`src/rtl/alu_pkg.sv`:
```
// Shared types and constants for the sequential MIPS mult/multu controller.
package alu_pkg;

  localparam int MULT_WIDTH = 32;

  typedef enum logic [1:0] {
    IDLE = 2'd0,
    CALC = 2'd1,
    FIX  = 2'd2,
    DONE = 2'd3
  } mult_state_t;

endpackage

```
`src/rtl/alu_mult_seq_if.sv`:
```
// Request/result bundle between the ALU control (master) and the multiplier (slave).
interface alu_mult_seq_if
  import alu_pkg::*;
#(
  parameter int WIDTH = MULT_WIDTH
) ();

  logic             start;
  logic             signed_op;
  logic [WIDTH-1:0] a;
  logic [WIDTH-1:0] b;
  logic             busy;
  logic             done;
  logic [WIDTH-1:0] hi;
  logic [WIDTH-1:0] lo;

  modport master (
    output start, signed_op, a, b,
    input  busy, done, hi, lo
  );

  modport slave (
    input  start, signed_op, a, b,
    output busy, done, hi, lo
  );

endinterface

```
`src/rtl/mult_abs.sv`:
```
// Conditional two's-complement magnitude; the most-negative value maps to itself
// and is then read as an unsigned magnitude by the multiplier.
module mult_abs
  import alu_pkg::*;
#(
  parameter int WIDTH = MULT_WIDTH
) (
  input  logic [WIDTH-1:0] val,
  input  logic             en,
  output logic [WIDTH-1:0] mag
);

  localparam logic [WIDTH-1:0] ONE_W = {{(WIDTH-1){1'b0}}, 1'b1};

  // negate only when signed interpretation is requested and the value is negative
  always_comb begin
    if (en && val[WIDTH-1]) begin
      mag = ~val + ONE_W;
    end else begin
      mag = val;
    end
  end

endmodule

```
`src/rtl/alu_mult_seq.sv`:
```
// Multi-cycle 32x32 shift-add multiplier producing a 64-bit HI/LO product.
// Optional zero-operand shortcut: MULT_ZERO_BYPASS_EN.
module alu_mult_seq
  import alu_pkg::*;
#(
  parameter int WIDTH = MULT_WIDTH
) (
  input  logic          clk,
  input  logic          rst_n,
  alu_mult_seq_if.slave bus
);

  localparam int CNT_W = $clog2(WIDTH) + 1;
  localparam logic [CNT_W-1:0]   CNT_LAST = CNT_W'(WIDTH - 1);
  localparam logic [CNT_W-1:0]   CNT_ONE  = {{(CNT_W-1){1'b0}}, 1'b1};
  localparam logic [2*WIDTH-1:0] ONE_P    = {{(2*WIDTH-1){1'b0}}, 1'b1};

  mult_state_t        state_r, state_s;
  logic [CNT_W-1:0]   cnt_r;
  logic [2*WIDTH:0]   prod_r;
  logic [WIDTH-1:0]   mcand_r;
  logic               neg_r;
  logic               busy_r, done_r;
  logic [WIDTH-1:0]   hi_r, lo_r;

  logic [WIDTH-1:0]   mag_a_s, mag_b_s;
  logic               accept_s, zero_s;
  logic [WIDTH:0]     sum_s;
  logic [2*WIDTH:0]   step_s;
  logic [2*WIDTH-1:0] res_s;

  mult_abs #(.WIDTH(WIDTH)) u_abs_a (.val(bus.a), .en(bus.signed_op), .mag(mag_a_s));
  mult_abs #(.WIDTH(WIDTH)) u_abs_b (.val(bus.b), .en(bus.signed_op), .mag(mag_b_s));

  assign accept_s = bus.start && ((state_r == IDLE) || (state_r == DONE));

`ifdef MULT_ZERO_BYPASS_EN
  assign zero_s = (bus.a == {WIDTH{1'b0}}) || (bus.b == {WIDTH{1'b0}});
`else
  assign zero_s = 1'b0;
`endif

  // one shift-add step; the carry lands in P[2W] before the right shift
  always_comb begin
    sum_s = {1'b0, prod_r[2*WIDTH-1:WIDTH]} + {1'b0, mcand_r};
    if (prod_r[0]) begin
      step_s = {sum_s, prod_r[WIDTH-1:0]};
    end else begin
      step_s = prod_r;
    end
    if (neg_r) begin
      res_s = ~prod_r[2*WIDTH-1:0] + ONE_P;
    end else begin
      res_s = prod_r[2*WIDTH-1:0];
    end
  end

  // next-state decode
  always_comb begin
    state_s = state_r;
    case (state_r)
      IDLE, DONE: begin
        if (bus.start) begin
          if (zero_s) begin
            state_s = DONE;
          end else begin
            state_s = CALC;
          end
        end else begin
          state_s = IDLE;
        end
      end
      CALC: begin
        if (cnt_r == CNT_LAST) begin
          state_s = FIX;
        end else begin
          state_s = CALC;
        end
      end
      FIX:     state_s = DONE;
      default: state_s = IDLE;
    endcase
  end

  // state register and registered status flags
  always_ff @(posedge clk or negedge rst_n) begin
    if (!rst_n) begin
      state_r <= IDLE;
      busy_r  <= 1'b0;
      done_r  <= 1'b0;
    end else begin
      state_r <= state_s;
      busy_r  <= (state_s == CALC) || (state_s == FIX);
      done_r  <= (state_s == DONE);
    end
  end

  // operand capture, iteration datapath and result registers
  always_ff @(posedge clk or negedge rst_n) begin
    if (!rst_n) begin
      cnt_r   <= {CNT_W{1'b0}};
      prod_r  <= {(2*WIDTH+1){1'b0}};
      mcand_r <= {WIDTH{1'b0}};
      neg_r   <= 1'b0;
      hi_r    <= {WIDTH{1'b0}};
      lo_r    <= {WIDTH{1'b0}};
    end else begin
      if (accept_s) begin
        mcand_r <= mag_a_s;
        prod_r  <= {{(WIDTH+1){1'b0}}, mag_b_s};
        neg_r   <= bus.signed_op & (bus.a[WIDTH-1] ^ bus.b[WIDTH-1]);
        cnt_r   <= {CNT_W{1'b0}};
        if (zero_s) begin
          hi_r <= {WIDTH{1'b0}};
          lo_r <= {WIDTH{1'b0}};
        end
      end else if (state_r == CALC) begin
        prod_r <= step_s >> 1;
        cnt_r  <= cnt_r + CNT_ONE;
      end else if (state_r == FIX) begin
        {hi_r, lo_r} <= res_s;
      end
    end
  end

  assign bus.busy = busy_r;
  assign bus.done = done_r;
  assign bus.hi   = hi_r;
  assign bus.lo   = lo_r;

endmodule

```
`src/flat_wrapper.sv`:
```
// flat-port wrapper written by rule: the top's interface ports become plain ports
module alu_mult_seq_flat import alu_pkg::*;
#(
  parameter int WIDTH = MULT_WIDTH
)
  (clk, rst_n, bus_start, bus_signed_op, bus_a, bus_b, bus_busy, bus_done, bus_hi, bus_lo);
  alu_mult_seq_if #(.WIDTH(WIDTH)) bus_i ();
  input  logic clk;
  input  logic rst_n;
  input wire logic [$bits(bus_i.start)-1:0] bus_start;
  input wire logic [$bits(bus_i.signed_op)-1:0] bus_signed_op;
  input wire logic [$bits(bus_i.a)-1:0] bus_a;
  input wire logic [$bits(bus_i.b)-1:0] bus_b;
  output wire logic [$bits(bus_i.busy)-1:0] bus_busy;
  output wire logic [$bits(bus_i.done)-1:0] bus_done;
  output wire logic [$bits(bus_i.hi)-1:0] bus_hi;
  output wire logic [$bits(bus_i.lo)-1:0] bus_lo;
  assign bus_i.start = bus_start;
  assign bus_i.signed_op = bus_signed_op;
  assign bus_i.a = bus_a;
  assign bus_i.b = bus_b;
  assign bus_busy = bus_i.busy;
  assign bus_done = bus_i.done;
  assign bus_hi = bus_i.hi;
  assign bus_lo = bus_i.lo;
  alu_mult_seq #(.WIDTH(WIDTH)) u_core (.clk(clk), .rst_n(rst_n), .bus(bus_i));
endmodule
```
`config.mk`:
```
export PLATFORM = sky130hd
export DESIGN_NAME = alu_mult_seq_flat
export DESIGN_NICKNAME = d
export VERILOG_FILES = /design/src/rtl/alu_pkg.sv /design/src/rtl/alu_mult_seq_if.sv /design/src/rtl/mult_abs.sv /design/src/rtl/alu_mult_seq.sv /design/src/flat_wrapper.sv
export SDC_FILE = /design/constraint.sdc
export NUM_CORES = 1
export LEC_CHECK = 0
export CORE_MARGIN = 2
export CORE_UTILIZATION = 41
export DETAILED_ROUTE_END_ITERATION = 10
export HOLD_SLACK_MARGIN = 0.12
export PLACE_DENSITY = 0.72
export SKIP_CTS_REPAIR_TIMING = 1
export SLEW_MARGIN = 20
export SYNTH_ARGS = -nofsm -noshare
export SYNTH_HDL_FRONTEND = slang
export SYNTH_HIERARCHICAL = 1
export SYNTH_SLANG_ARGS = --single-unit
export TNS_END_PERCENT = 50
```
`constraint.sdc`:
```
create_clock -name clk -period 7.95 [get_ports clk]
set_clock_uncertainty 0.05 [all_clocks]
set_input_delay 1.1925 -clock clk [delete_from_list [all_inputs] [get_ports clk]]
set_output_delay 1.1925 -clock clk [all_outputs]
set_load 0.1 [all_outputs]
```
==> summary.md <==
| Metric | Value |
|---|---|
| Outcome | `finished clean` |
| Vias in the first global route | `roughly 9200` |
| GP Congestion | `about 0.90` |
| MaxCap Viol Count | `0` |
| Ranking of synthesized cells by area | `dfrtp_1 (37%), xor2_1 (9.4%), nand2_1 (8.2%)` |
| First-pass GRT wire length | `slightly below 50000 µm` |
| Post-place instance area | `12990 µm²` |
| Die area | `about 29000 µm²` |
| Crit path max fanout | `16` |
| End point of the worst hold path | `u_core/bus.hi[8]` |
| Slowest CP cell | `or4_4` |
| Cells after synthesis | `between 1000 and 1500` |
| Most common cell in the netlist | `nand2_1` |
| Netlist cell types | `70` |
| CTS buffer count | `17` |
| Peak VDD IR | `about 0.22 mV` |
| Design Area, Final | `13600 µm²` |
| Hold Crit Start | `u_core/bus.hi[8]` |
| Yosys warns | `6` |
| Slew margin rel. | `roughly 33%` |
| Initial Utilization | `41.34%` |
| Uppermost layer routed | `met4` |
| Vias per inst | `around 5.5` |
| Leak | `just under 6 nW` |
| Post-Synthesis Cell Area | `between 10000 and 15000 µm²` |
| #FFs+latches synth | `about 170` |
| Synth Flop Type | `dfrtp_1` |
| Setup-failing EPs final | `0` |
| I/O Pins | `~130` |
| ANT nets after route | `0` |
| Final Power | `approximately 4.2 mW` |
| Syn nets | `about 1400` |
| Largest area contributor in the netlist | `dfrtp_1` |
| Hold Fails Final Rpt | `0` |
| Clock sink count | `171` |
| R2r endpoint | `u_core/bus.hi[31]` |
| Seq/Total Area, Yosys | `between 30% and 40%` |
| Met2 WL post-DR | `12890 µm` |
| Fmax | `0.2911 GHz` |
| Largest stage delay, worst path | `approximately 690 ps` |
| Core Region | `roughly 28000 µm²` |
| Slew Limit Fails | `0` |
| CTS tree | `yes` |
| Number of synthesized flops with an enable pin | `0` |
| Final Critical Period | `3436 ps` |
| Clk root buf | `clkbuf_16` |
| Setup tns final | `0 ps` |
| Req. time, crit path | `8200 ps` |
| Share of the synthesized area in the top cell type | `between 30% and 40%` |
| Drt wl/cell | `approximately 16 µm` |
| CP Cell Sequence | `or4_4, nor3_2, nand4b_1, or3_1, or3_4, o31ai_4, xor2_1, o21ai_1` |
| Die height | `about 170 µm` |
| Ant diodes | `0` |
| Die width | `170.9 µm` |
| Data arrival, critical path | `roughly 3700 ps` |
| Reg2reg start | `u_core/prod_r[0]` |
| Worst Setup Path Type | `reg2reg` |
| Pwr/cell area | `between 300 and 400 nW/µm²` |
| Worst reg2reg setup slack | `4510 ps` |
| Crit. End Element | `flip-flop` |
| Synth cell count leaders | `nand2_1 (250), dfrtp_1 (171), o21ai_0 (151)` |
| Initial antenna violation count | `0` |
| WL met3 | `1792 µm` |
| IO Port Bufs | `around 130` |
| Via count | `about 9900` |
| Tot GR Track Use | `between 20% and 30%` |
| Clk buf depth | `2` |
| Detailed-route wire length | `29520 µm` |
| Starting DRC count in detailed routing | `788` |
| R2R cell count | `8` |
| Gr ovfl total | `0` |
| Avg Cell Area, Syn | `~8.6 µm²` |
| Final nets | `between 1500 and 2000` |
| Worst hold path type | `reg2reg` |
| Synth-to-layout area growth | `19.04%` |
| Async SR Flop Fraction | `100.0%` |
| Clock-pin transition on the worst setup and hold timing paths | `~70 ps` |
| Slew @ Worst Pin | `around 1000 ps` |
| Share of cells above drive strength 1 | `roughly 5.2%` |
| # H-tree levels | `4` |
| Final Cycle Share | `a little over two fifths` |
| Pre-Repair DR Iteration Count | `5` |
| CP Launch Type | `flip-flop` |
| DPL Wire Length | `approximately 22000 µm` |
| Hold depth | `2` |
| RSZ-0062 raised after global routing | `no` |
| Largest net degree at the start of global routing | `129` |
| Worst-Skew Late Latency | `440 ps` |
| Post-Route M1 WL | `around 14000 µm` |
| Standard-cell rows | `just over 60` |
| DRC violations left | `0` |
[cell usage in the layout, fill, tap and decap left out, types with 21 or more instances in the layout]
cell type | netlist | final
xor2_1 | 122 | 122
mux2i_1 | 42 | 42
ha_1 | 39 | 38
a31oi_1 | 23 | 23
nand2_1 | 250 | 249
o21ai_0 | 151 | 151
o31ai_1 | 21 | 21
nor3_1 | 23 | 23
dfrtp_1 | 171 | 170
a21oi_1 | 74 | 74
xnor2_1 | 31 | 31
inv_1 | 34 | 34
clkdlybuf4s50_1 | 0 | 132
nor2_1 | 70 | 69
[routing by layer]
layer | track usage, % | vias up
li1 | - | 4898
met4 | 6.632 | 0
met3 | 3.077 | 38
met1 | 30.50 | 4632
met2 | 30.73 | 317
met5 | 0 | -
[report_power, final]
group	leakage, nW	internal (mW)	total, mW	switching (mW)
combinational	3.38	0.778	1.90	1.13
clock	0.282	0.481	0.839	0.358
sequential	2.21	1.09	1.46	0.379
[per-stage QoR]
stage / setup slack, ps / instances / util [%] / hold WS [ps]
after floorplan: 5036 / 1332 / - / 399.7
after global placement: 3885 / 1777 / 47.02 / 415.4
after detailed placement: 3754 / 1777 / 47.02 / 418.5
after CTS: 4204 / 1807 / 49.15 / 434.5
after global routing: 4263 / 1807 / 49.21 / 450.8
final: 4514 / 1807 / 49.21 / 428.0
[logic make-up after synthesis]
logic type               count (synthesis)  synth area share, %
XOR/XNOR                               153                11.73
AND/OR/NAND/NOR                        457                19.57
flip-flops                             171                37.47
buffers and inverters                  105                3.626
adder cells (fa/ha/maj)                 40                4.448
AO/OA/AOI/OAI                          364                19.48
multiplexers                            42                3.681
[state kept, by name (all words and copies together), names as in the netlist]
name	flops
u_core/cnt_r	6
u_core/state_r	2
u_core/bus.lo	32
u_core/bus.busy	1
u_core/prod_r	64
u_core/bus.done	1
u_core/neg_r	1
u_core/bus.hi	32
u_core/mcand_r	32
[worst max path at each step]
stage                                  from                end  slack [ps]  cells past startpoint
final                      u_core/prod_r[0]  u_core/bus.hi[31]        4510                      8
after global routing      u_core/prod_r[10]  u_core/bus.hi[26]        4260                      8
after CTS                         bus_start   u_core/bus.lo[6]        4200                      6
after detailed placement          bus_start  u_core/bus.lo[10]        3750                      6
after global placement            bus_start   u_core/bus.lo[5]        3880                      6
after floorplan                    bus_b[1]  u_core/prod_r[30]        5040                      8
[cell type report]
class	count	area (µm²)
clock inverters	11	136.4
flip-flops and latches	171	4280
clock buffers	19	452.9
inverters	34	127.6
well taps	378	473.0
multi-input cells	1056	6751
repair buffers	138	1374
fillers	2649	14030
[critical path: cells and delay by family, from the launching register on]
family	cells	cell delay, ps
and+or+nand+nor	5	2050
AOI/OAI and AO/OA	2	320
DFF	1	660
xor gates and xnor gates	1	220
(Power assumes the default switching activity.)
